**src/rtl/bbox_scanner.sv**
```systemverilog
// Bounding-box extractor: streams an interleaved frame out of word memory and reports the
// min/max coordinates and the count of pixels that have any channel below a threshold.
module bbox_scanner #(
  parameter int MAX_W     = 2048,
  parameter int MAX_H     = 2048,
  parameter int CHANNELS  = 3,
  parameter int DATA_W    = 16,
  parameter int ADDR_W    = 32,
  parameter int RD_LAT    = 1,
  parameter int ROW_ALIGN = 4,
  localparam int XW  = $clog2(MAX_W),
  localparam int YW  = $clog2(MAX_H),
  localparam int PCW = $clog2(MAX_W * MAX_H + 1)
) (
  input  logic              clk,
  input  logic              rst_n,
  input  logic              start,
  input  logic [XW:0]       img_w,
  input  logic [YW:0]       img_h,
  input  logic [ADDR_W-1:0] base_addr,
  input  logic [DATA_W-1:0] threshold,
  output logic              rd_en,
  output logic [ADDR_W-1:0] addr,
  input  logic [DATA_W-1:0] rddata,
  output logic              busy,
  output logic              done,
  output logic              found,
  output logic [XW-1:0]     x_min,
  output logic [XW-1:0]     x_max,
  output logic [YW-1:0]     y_min,
  output logic [YW-1:0]     y_max,
  output logic [PCW-1:0]    pix_count,
  output logic [1:0]        dbg_state
);

  // Handshakes: start is a one-cycle request honoured only in IDLE/DONE; rd_en/addr is an
  // unthrottled request stream and each request's rddata arrives exactly RD_LAT cycles later.
  localparam logic [1:0] S_IDLE  = 2'd0;
  localparam logic [1:0] S_SCAN  = 2'd1;
  localparam logic [1:0] S_DRAIN = 2'd2;
  localparam logic [1:0] S_DONE  = 2'd3;

  localparam int CW = (CHANNELS > 1) ? $clog2(CHANNELS) : 1;
  localparam int TW = XW + YW + 2;
  localparam logic [XW:0]   MAX_W_V = (XW + 1)'(MAX_W);
  localparam logic [YW:0]   MAX_H_V = (YW + 1)'(MAX_H);
  localparam logic [CW-1:0] LAST_C  = CW'(CHANNELS - 1);

  logic [1:0]        state_q, state_d;
  logic [XW:0]       w_q, w_d;
  logic [YW:0]       h_q, h_d;
  logic [DATA_W-1:0] thr_q, thr_d;
  logic [ADDR_W-1:0] stride_q, stride_d;
  logic [ADDR_W-1:0] row_q, row_d;
  logic [ADDR_W-1:0] addr_q, addr_d;
  logic [XW-1:0]     x_q, x_d;
  logic [YW-1:0]     y_q, y_d;
  logic [CW-1:0]     c_q, c_d;
  logic              pix_or_q, pix_or_d;
  logic              found_q, found_d;
  logic [XW-1:0]     xmin_q, xmin_d, xmax_q, xmax_d;
  logic [YW-1:0]     ymin_q, ymin_d, ymax_q, ymax_d;
  logic [PCW-1:0]    cnt_q, cnt_d;

  logic [RD_LAT-1:0] tv_q;
  logic [TW-1:0]     tag_q [RD_LAT];

  logic [XW:0]       w_clamp;
  logic [YW:0]       h_clamp;
  logic [ADDR_W-1:0] row_words;
  logic [ADDR_W-1:0] stride_new;
  logic              last_c, last_x, last_y, last_rd;
  logic              t_v, t_fin, t_lc;
  logic [XW-1:0]     t_x;
  logic [YW-1:0]     t_y;
  logic              hit, pix_fg;

  always_comb begin
    w_clamp    = (img_w > MAX_W_V) ? MAX_W_V : img_w;
    h_clamp    = (img_h > MAX_H_V) ? MAX_H_V : img_h;
    row_words  = ADDR_W'(w_clamp) * ADDR_W'(CHANNELS);
    stride_new = ((row_words + ADDR_W'(ROW_ALIGN - 1)) / ADDR_W'(ROW_ALIGN)) * ADDR_W'(ROW_ALIGN);
  end

  assign last_c  = (c_q == LAST_C);
  assign last_x  = ({1'b0, x_q} == w_q - 1'b1);
  assign last_y  = ({1'b0, y_q} == h_q - 1'b1);
  assign last_rd = last_c & last_x & last_y;

  // Oldest tag lines up with the rddata currently on the bus.
  assign t_v = tv_q[RD_LAT-1];
  assign {t_fin, t_lc, t_y, t_x} = tag_q[RD_LAT-1];

  always_comb begin
    state_d  = state_q;
    w_d      = w_q;
    h_d      = h_q;
    thr_d    = thr_q;
    stride_d = stride_q;
    row_d    = row_q;
    addr_d   = addr_q;
    x_d      = x_q;
    y_d      = y_q;
    c_d      = c_q;
    pix_or_d = pix_or_q;
    found_d  = found_q;
    xmin_d   = xmin_q;
    xmax_d   = xmax_q;
    ymin_d   = ymin_q;
    ymax_d   = ymax_q;
    cnt_d    = cnt_q;

    hit    = (rddata < thr_q);
    pix_fg = t_v & t_lc & (pix_or_q | hit);
    if (t_v) pix_or_d = t_lc ? 1'b0 : (pix_or_q | hit);

    if (pix_fg) begin
      if (!found_q) begin
        xmin_d = t_x;
        xmax_d = t_x;
        ymin_d = t_y;
        ymax_d = t_y;
      end else begin
        if (t_x < xmin_q) xmin_d = t_x;
        if (t_x > xmax_q) xmax_d = t_x;
        if (t_y < ymin_q) ymin_d = t_y;
        if (t_y > ymax_q) ymax_d = t_y;
      end
      found_d = 1'b1;
      cnt_d   = cnt_q + PCW'(1);
    end

    case (state_q)
      S_IDLE, S_DONE: begin
        if (start) begin
          w_d      = w_clamp;
          h_d      = h_clamp;
          thr_d    = threshold;
          stride_d = stride_new;
          row_d    = base_addr;
          addr_d   = base_addr;
          x_d      = '0;
          y_d      = '0;
          c_d      = '0;
          pix_or_d = 1'b0;
          found_d  = 1'b0;
          xmin_d   = '0;
          xmax_d   = '0;
          ymin_d   = '0;
          ymax_d   = '0;
          cnt_d    = '0;
          state_d  = (w_clamp == '0 || h_clamp == '0) ? S_DONE : S_SCAN;
        end
      end
      S_SCAN: begin
        if (!last_c) begin
          c_d    = c_q + 1'b1;
          addr_d = addr_q + 1'b1;
        end else if (!last_x) begin
          c_d    = '0;
          x_d    = x_q + 1'b1;
          addr_d = addr_q + 1'b1;
        end else begin
          c_d    = '0;
          x_d    = '0;
          y_d    = y_q + 1'b1;
          row_d  = row_q + stride_q;
          addr_d = row_q + stride_q;
        end
        if (last_rd) state_d = S_DRAIN;
      end
      S_DRAIN: begin
        if (t_v && t_fin) state_d = S_DONE;
      end
      default: state_d = S_IDLE;
    endcase
  end

  always_ff @(posedge clk) begin
    if (!rst_n) begin
      state_q  <= S_IDLE;
      w_q      <= '0;
      h_q      <= '0;
      thr_q    <= '0;
      stride_q <= '0;
      row_q    <= '0;
      addr_q   <= '0;
      x_q      <= '0;
      y_q      <= '0;
      c_q      <= '0;
      pix_or_q <= 1'b0;
      found_q  <= 1'b0;
      xmin_q   <= '0;
      xmax_q   <= '0;
      ymin_q   <= '0;
      ymax_q   <= '0;
      cnt_q    <= '0;
      tv_q     <= '0;
      for (int i = 0; i < RD_LAT; i++) tag_q[i] <= '0;
    end else begin
      state_q  <= state_d;
      w_q      <= w_d;
      h_q      <= h_d;
      thr_q    <= thr_d;
      stride_q <= stride_d;
      row_q    <= row_d;
      addr_q   <= addr_d;
      x_q      <= x_d;
      y_q      <= y_d;
      c_q      <= c_d;
      pix_or_q <= pix_or_d;
      found_q  <= found_d;
      xmin_q   <= xmin_d;
      xmax_q   <= xmax_d;
      ymin_q   <= ymin_d;
      ymax_q   <= ymax_d;
      cnt_q    <= cnt_d;
      tv_q[0]  <= (state_q == S_SCAN);
      tag_q[0] <= {last_rd, last_c, y_q, x_q};
      for (int i = 1; i < RD_LAT; i++) begin
        tv_q[i]  <= tv_q[i-1];
        tag_q[i] <= tag_q[i-1];
      end
    end
  end

  assign rd_en     = (state_q == S_SCAN);
  assign addr      = addr_q;
  assign busy      = (state_q == S_SCAN) || (state_q == S_DRAIN);
  assign done      = (state_q == S_DONE);
  assign found     = found_q;
  assign x_min     = xmin_q;
  assign x_max     = xmax_q;
  assign y_min     = ymin_q;
  assign y_max     = ymax_q;
  assign pix_count = cnt_q;
  assign dbg_state = state_q;

endmodule
```
**config.mk**
```make
export PLATFORM = sky130hd
export DESIGN_NAME = bbox_scanner
export DESIGN_NICKNAME = d
export VERILOG_FILES = /design/src/rtl/bbox_scanner.sv
export SDC_FILE = /design/constraint.sdc
export NUM_CORES = 1
export LEC_CHECK = 0
export CORE_MARGIN = 2
export CORE_UTILIZATION = 42
export CTS_BUF_LIST = sky130_fd_sc_hd__clkbuf_4 sky130_fd_sc_hd__clkbuf_8
export DETAILED_ROUTE_END_ITERATION = 8
export GPL_TIMING_DRIVEN = 0
export SLEW_MARGIN = 0
export SYNTH_ARGS = -nofsm -noshare
export SYNTH_HDL_FRONTEND = slang
export SYNTH_SLANG_ARGS = --single-unit
```
**constraint.sdc**
```tcl
create_clock -name clk -period 3.4 [get_ports clk]
set_input_delay 0.34 -clock clk [delete_from_list [all_inputs] [get_ports clk]]
set_output_delay 0.34 -clock clk [all_outputs]
set_load 0.03 [all_outputs]
```
==> flow_metrics.tcl <==
set metrics [dict create \
    status "finished clean" \
    n_antenna_cell 0 \
    area_delta_synth_final_pct 25.3 \
    setup_violations 0 \
    drt_iter0_markers 1101 \
    place_congestion 0.987 \
    p_sw_mw 4.77 \
    clk_path_buf_depth 3 \
    hold_path_class "in2reg" \
    grt_pass1_wl_mm 73.8 \
    wl_per_cell_um 19.1 \
    synth_top_cell_by_area "dfxtp_1" \
    worst-path-max-fanout 10 \
    max_freq_ghz 0.298 \
    ys_warn_count 0 \
    rows 66 \
    cpPeakStageDelay_ns 0.48 \
    ys_ff_latch 236 \
    ios 196 \
    grt.total_usage_pct 26.4 \
    synth-edff-count 0 \
    drc 0 \
    yosysTopAreaCellShare_pct 33.8 \
    grt_max_degree 13 \
    rsz0062_at_grt "no" \
    yosysMostFrequentCell "dfxtp_1" \
    crit_slowest_cell "dfxtp_1" \
    vias 14000 \
    wirelength_mm 47.1 \
    path_clk_slew_ns 0.06 \
    ir_worst_vdd_mv 0.497 \
    postRouteAntennaNets 0 \
    initial_utilization_pct 42.8 \
    die_y_um 186 \
    p_per_area_nw_per_um2 643 \
    tightest_slew_ns 1.15 \
    power_leakage_nw 6.60 \
    finalSetupTns_ns 0 \
    crit_required_ns 3.84 \
    firstDrtPassIters 5 \
    numCtsBuffers 45 \
    synth-main-ff-cell "dfxtp_1" \
    die_area_sq_um 34700 \
    num-fill-cells 3163 \
    ys_seq_area_share_pct 33.8 \
    postCtsHoldBufs 0 \
    synth.area.top_cells "dfxtp_1, ha_1, nand2_1" \
    maxSlewViolCount 0 \
    cts_sinks 236 \
    cp-end-kind "flip-flop" \
    hold_violations 0 \
    fin_crit_sh_pct 98.8 \
    synthCells 1742 \
    maxCapViolCount 0 \
    syn_avg_cell_area_sq_um 8.02 \
    via_per_inst 5.67 \
    synth_area_sq_um 14000 \
    insertion_delay_ns 0.56 \
    portBuffers 194 \
    p_comb_share_pct 40.6 \
    final_layout_size_suffix_gt1_share_pct 7.09 \
    seq_power_share_pct 33.5 \
    power_frac_clock_pct 25.9 \
    worst_setup_path_start_kind "flip-flop" \
    async_flop_share_pct 0 \
    fin_skew_ns 0.0238 \
    antenna_found_initial 0 \
    synth.distinct_cells 78 \
    cts_tree "built" \
    dpl_cell_area_sq_um 16500 \
    synthTopCellsByCount "dfxtp_1, nand2_1, nor2_1, ha_1, nand3_1" \
    holdWs_ns 0.343 \
    crit_type "reg2reg" \
    postLayoutCellArea_sq_um 17500 \
    p_int_mw 6.49 \
    swShare_pct 42.4 \
    dp.final_hpwl_mm 35.4 \
    min_period_ns 3.36 \
    grt-ovfl-total 0 \
    htreeDepth 2 \
    die_w_um 186 \
    grt_pass1_vias 13200 \
    cts_root_buf "clkbuf_8" \
    slew_headroom_pct 22.4 \
    cp_cell_sequence "inv_1, ha_1, clkbuf_2, inv_1, clkbuf_1, nand2_1, clkbuf_1, o21ai_0, a21oi_1, o211a_1" \
    critPathArrivalTime_ns 3.80 \
    nets 2176 \
    syn_nets 1934 \
    core_sq_um 32600 \
]
## kinds of logic after synthesis
family / count (synthesis) / share of synthesized area [%]
fa+ha+maj: 101 / 9.10
buf+inv: 183 / 5.07
mux: 23 / 1.67
simple gates: 686 / 24.2
xor+xnor: 97 / 6.23
flops: 236 / 33.8
compound gates: 416 / 20.0
## repair_timing
action,CTS,global route
pin swaps,1,1
resized for setup,7,17
endpoints found under the setup margin,60,63
setup buffers,1,1
## final cells by class
| class | count | area, sq um | area share, % |
|---|---|---|---|
| multi-input combinational | 1323 | 8630 | 49.2 |
| sequential | 236 | 4720 | 27.0 |
| timing repair buffer | 196 | 1960 | 11.2 |
| clock buffer | 73 | 892 | 5.09 |
| tap | 442 | 553 | 3.16 |
| buffer | 96 | 390 | 2.23 |
| inverter | 86 | 323 | 1.84 |
| clock inverter | 8 | 50.0 | 0.286 |
## power groups by stage
stage,clock network [mW],logic [mW],registers (mW)
global placement,0,4.37,3.81
CTS,2.98,4.45,3.76
detailed placement,0,4.41,3.81
floorplan,0,2.53,3.97
finish,2.92,4.58,3.77
global route,3.09,4.93,3.83
## cell usage in the layout (no fill, tap or decap), types with 10 or more instances in the layout
cell type,count
a21boi_0,32
nor3_1,44
a21o_1,16
xnor2_1,51
clkdlybuf4s50_1,194
nand2_1,200
nand4_1,38
mux2i_1,20
nor2_1,129
a31oi_1,20
clkbuf_1,69
o21a_1,17
and3_1,37
o211ai_1,15
a22o_1,10
nand3_1,95
xor2_1,44
nor2b_1,31
clkbuf_4,19
clkbuf_8,55
ha_1,100
buf_2,10
nor4_1,11
a311oi_1,10
a21oi_1,83
and2_1,43
dfxtp_1,236
o21ai_0,87
o31ai_1,30
inv_1,86
## stage by stage
| step | power (mW) | setup slack (ns) | std cells | utilization, % |
|---|---|---|---|---|
| 2_1_floorplan | 6.50 | 0.594 | 1742 | - |
| 3_3_place_gp | 8.17 | -0.736 | 2378 | 50.5 |
| 3_5_place_dp | 8.22 | -0.677 | 2378 | 50.5 |
| 4_1_cts | 11.2 | -0.00727 | 2460 | 53.5 |
| 5_1_grt | 11.9 | 0.00582 | 2460 | 53.7 |
| 6_report | 11.3 | 0.0395 | 2460 | 53.7 |
## sequential cells by signal (all words and copies together) (netlist names), 12 cells and up
register   cells
w_q           12
tag_q         24
stride_q      12
addr          32
row_q         32
h_q           12
pix_count     23
thr_q         16
## metal layers
metal	vias to the layer above	wire length (um)	global-route usage, %
li1	6727	-	-
met1	6515	21500	36.7
met2	597	20200	41.4
met3	112	3610	3.82
met4	0	1670	9.97
met5	-	0	0
## worst max-delay path: cells and delay by family (launching register included)
family / cells / cell delay [ns]
compound gates: 3 / 0.56
buf+inv: 5 / 1.53
simple gates: 1 / 0.45
flops: 1 / 0.48
fa+ha+maj: 1 / 0.22
## final timing paths
kind                 from  endpoint  slack (ns)  cells past startpoint
max          dbg_state[1]  addr[28]        0.04                     10
max reg2reg  dbg_state[1]  addr[28]        0.04                     10
min          threshold[8]  thr_q[8]        0.34                      3
min reg2reg      thr_q[1]  thr_q[1]        0.46                      2
Note: power is estimated with default switching activity, not from simulation.
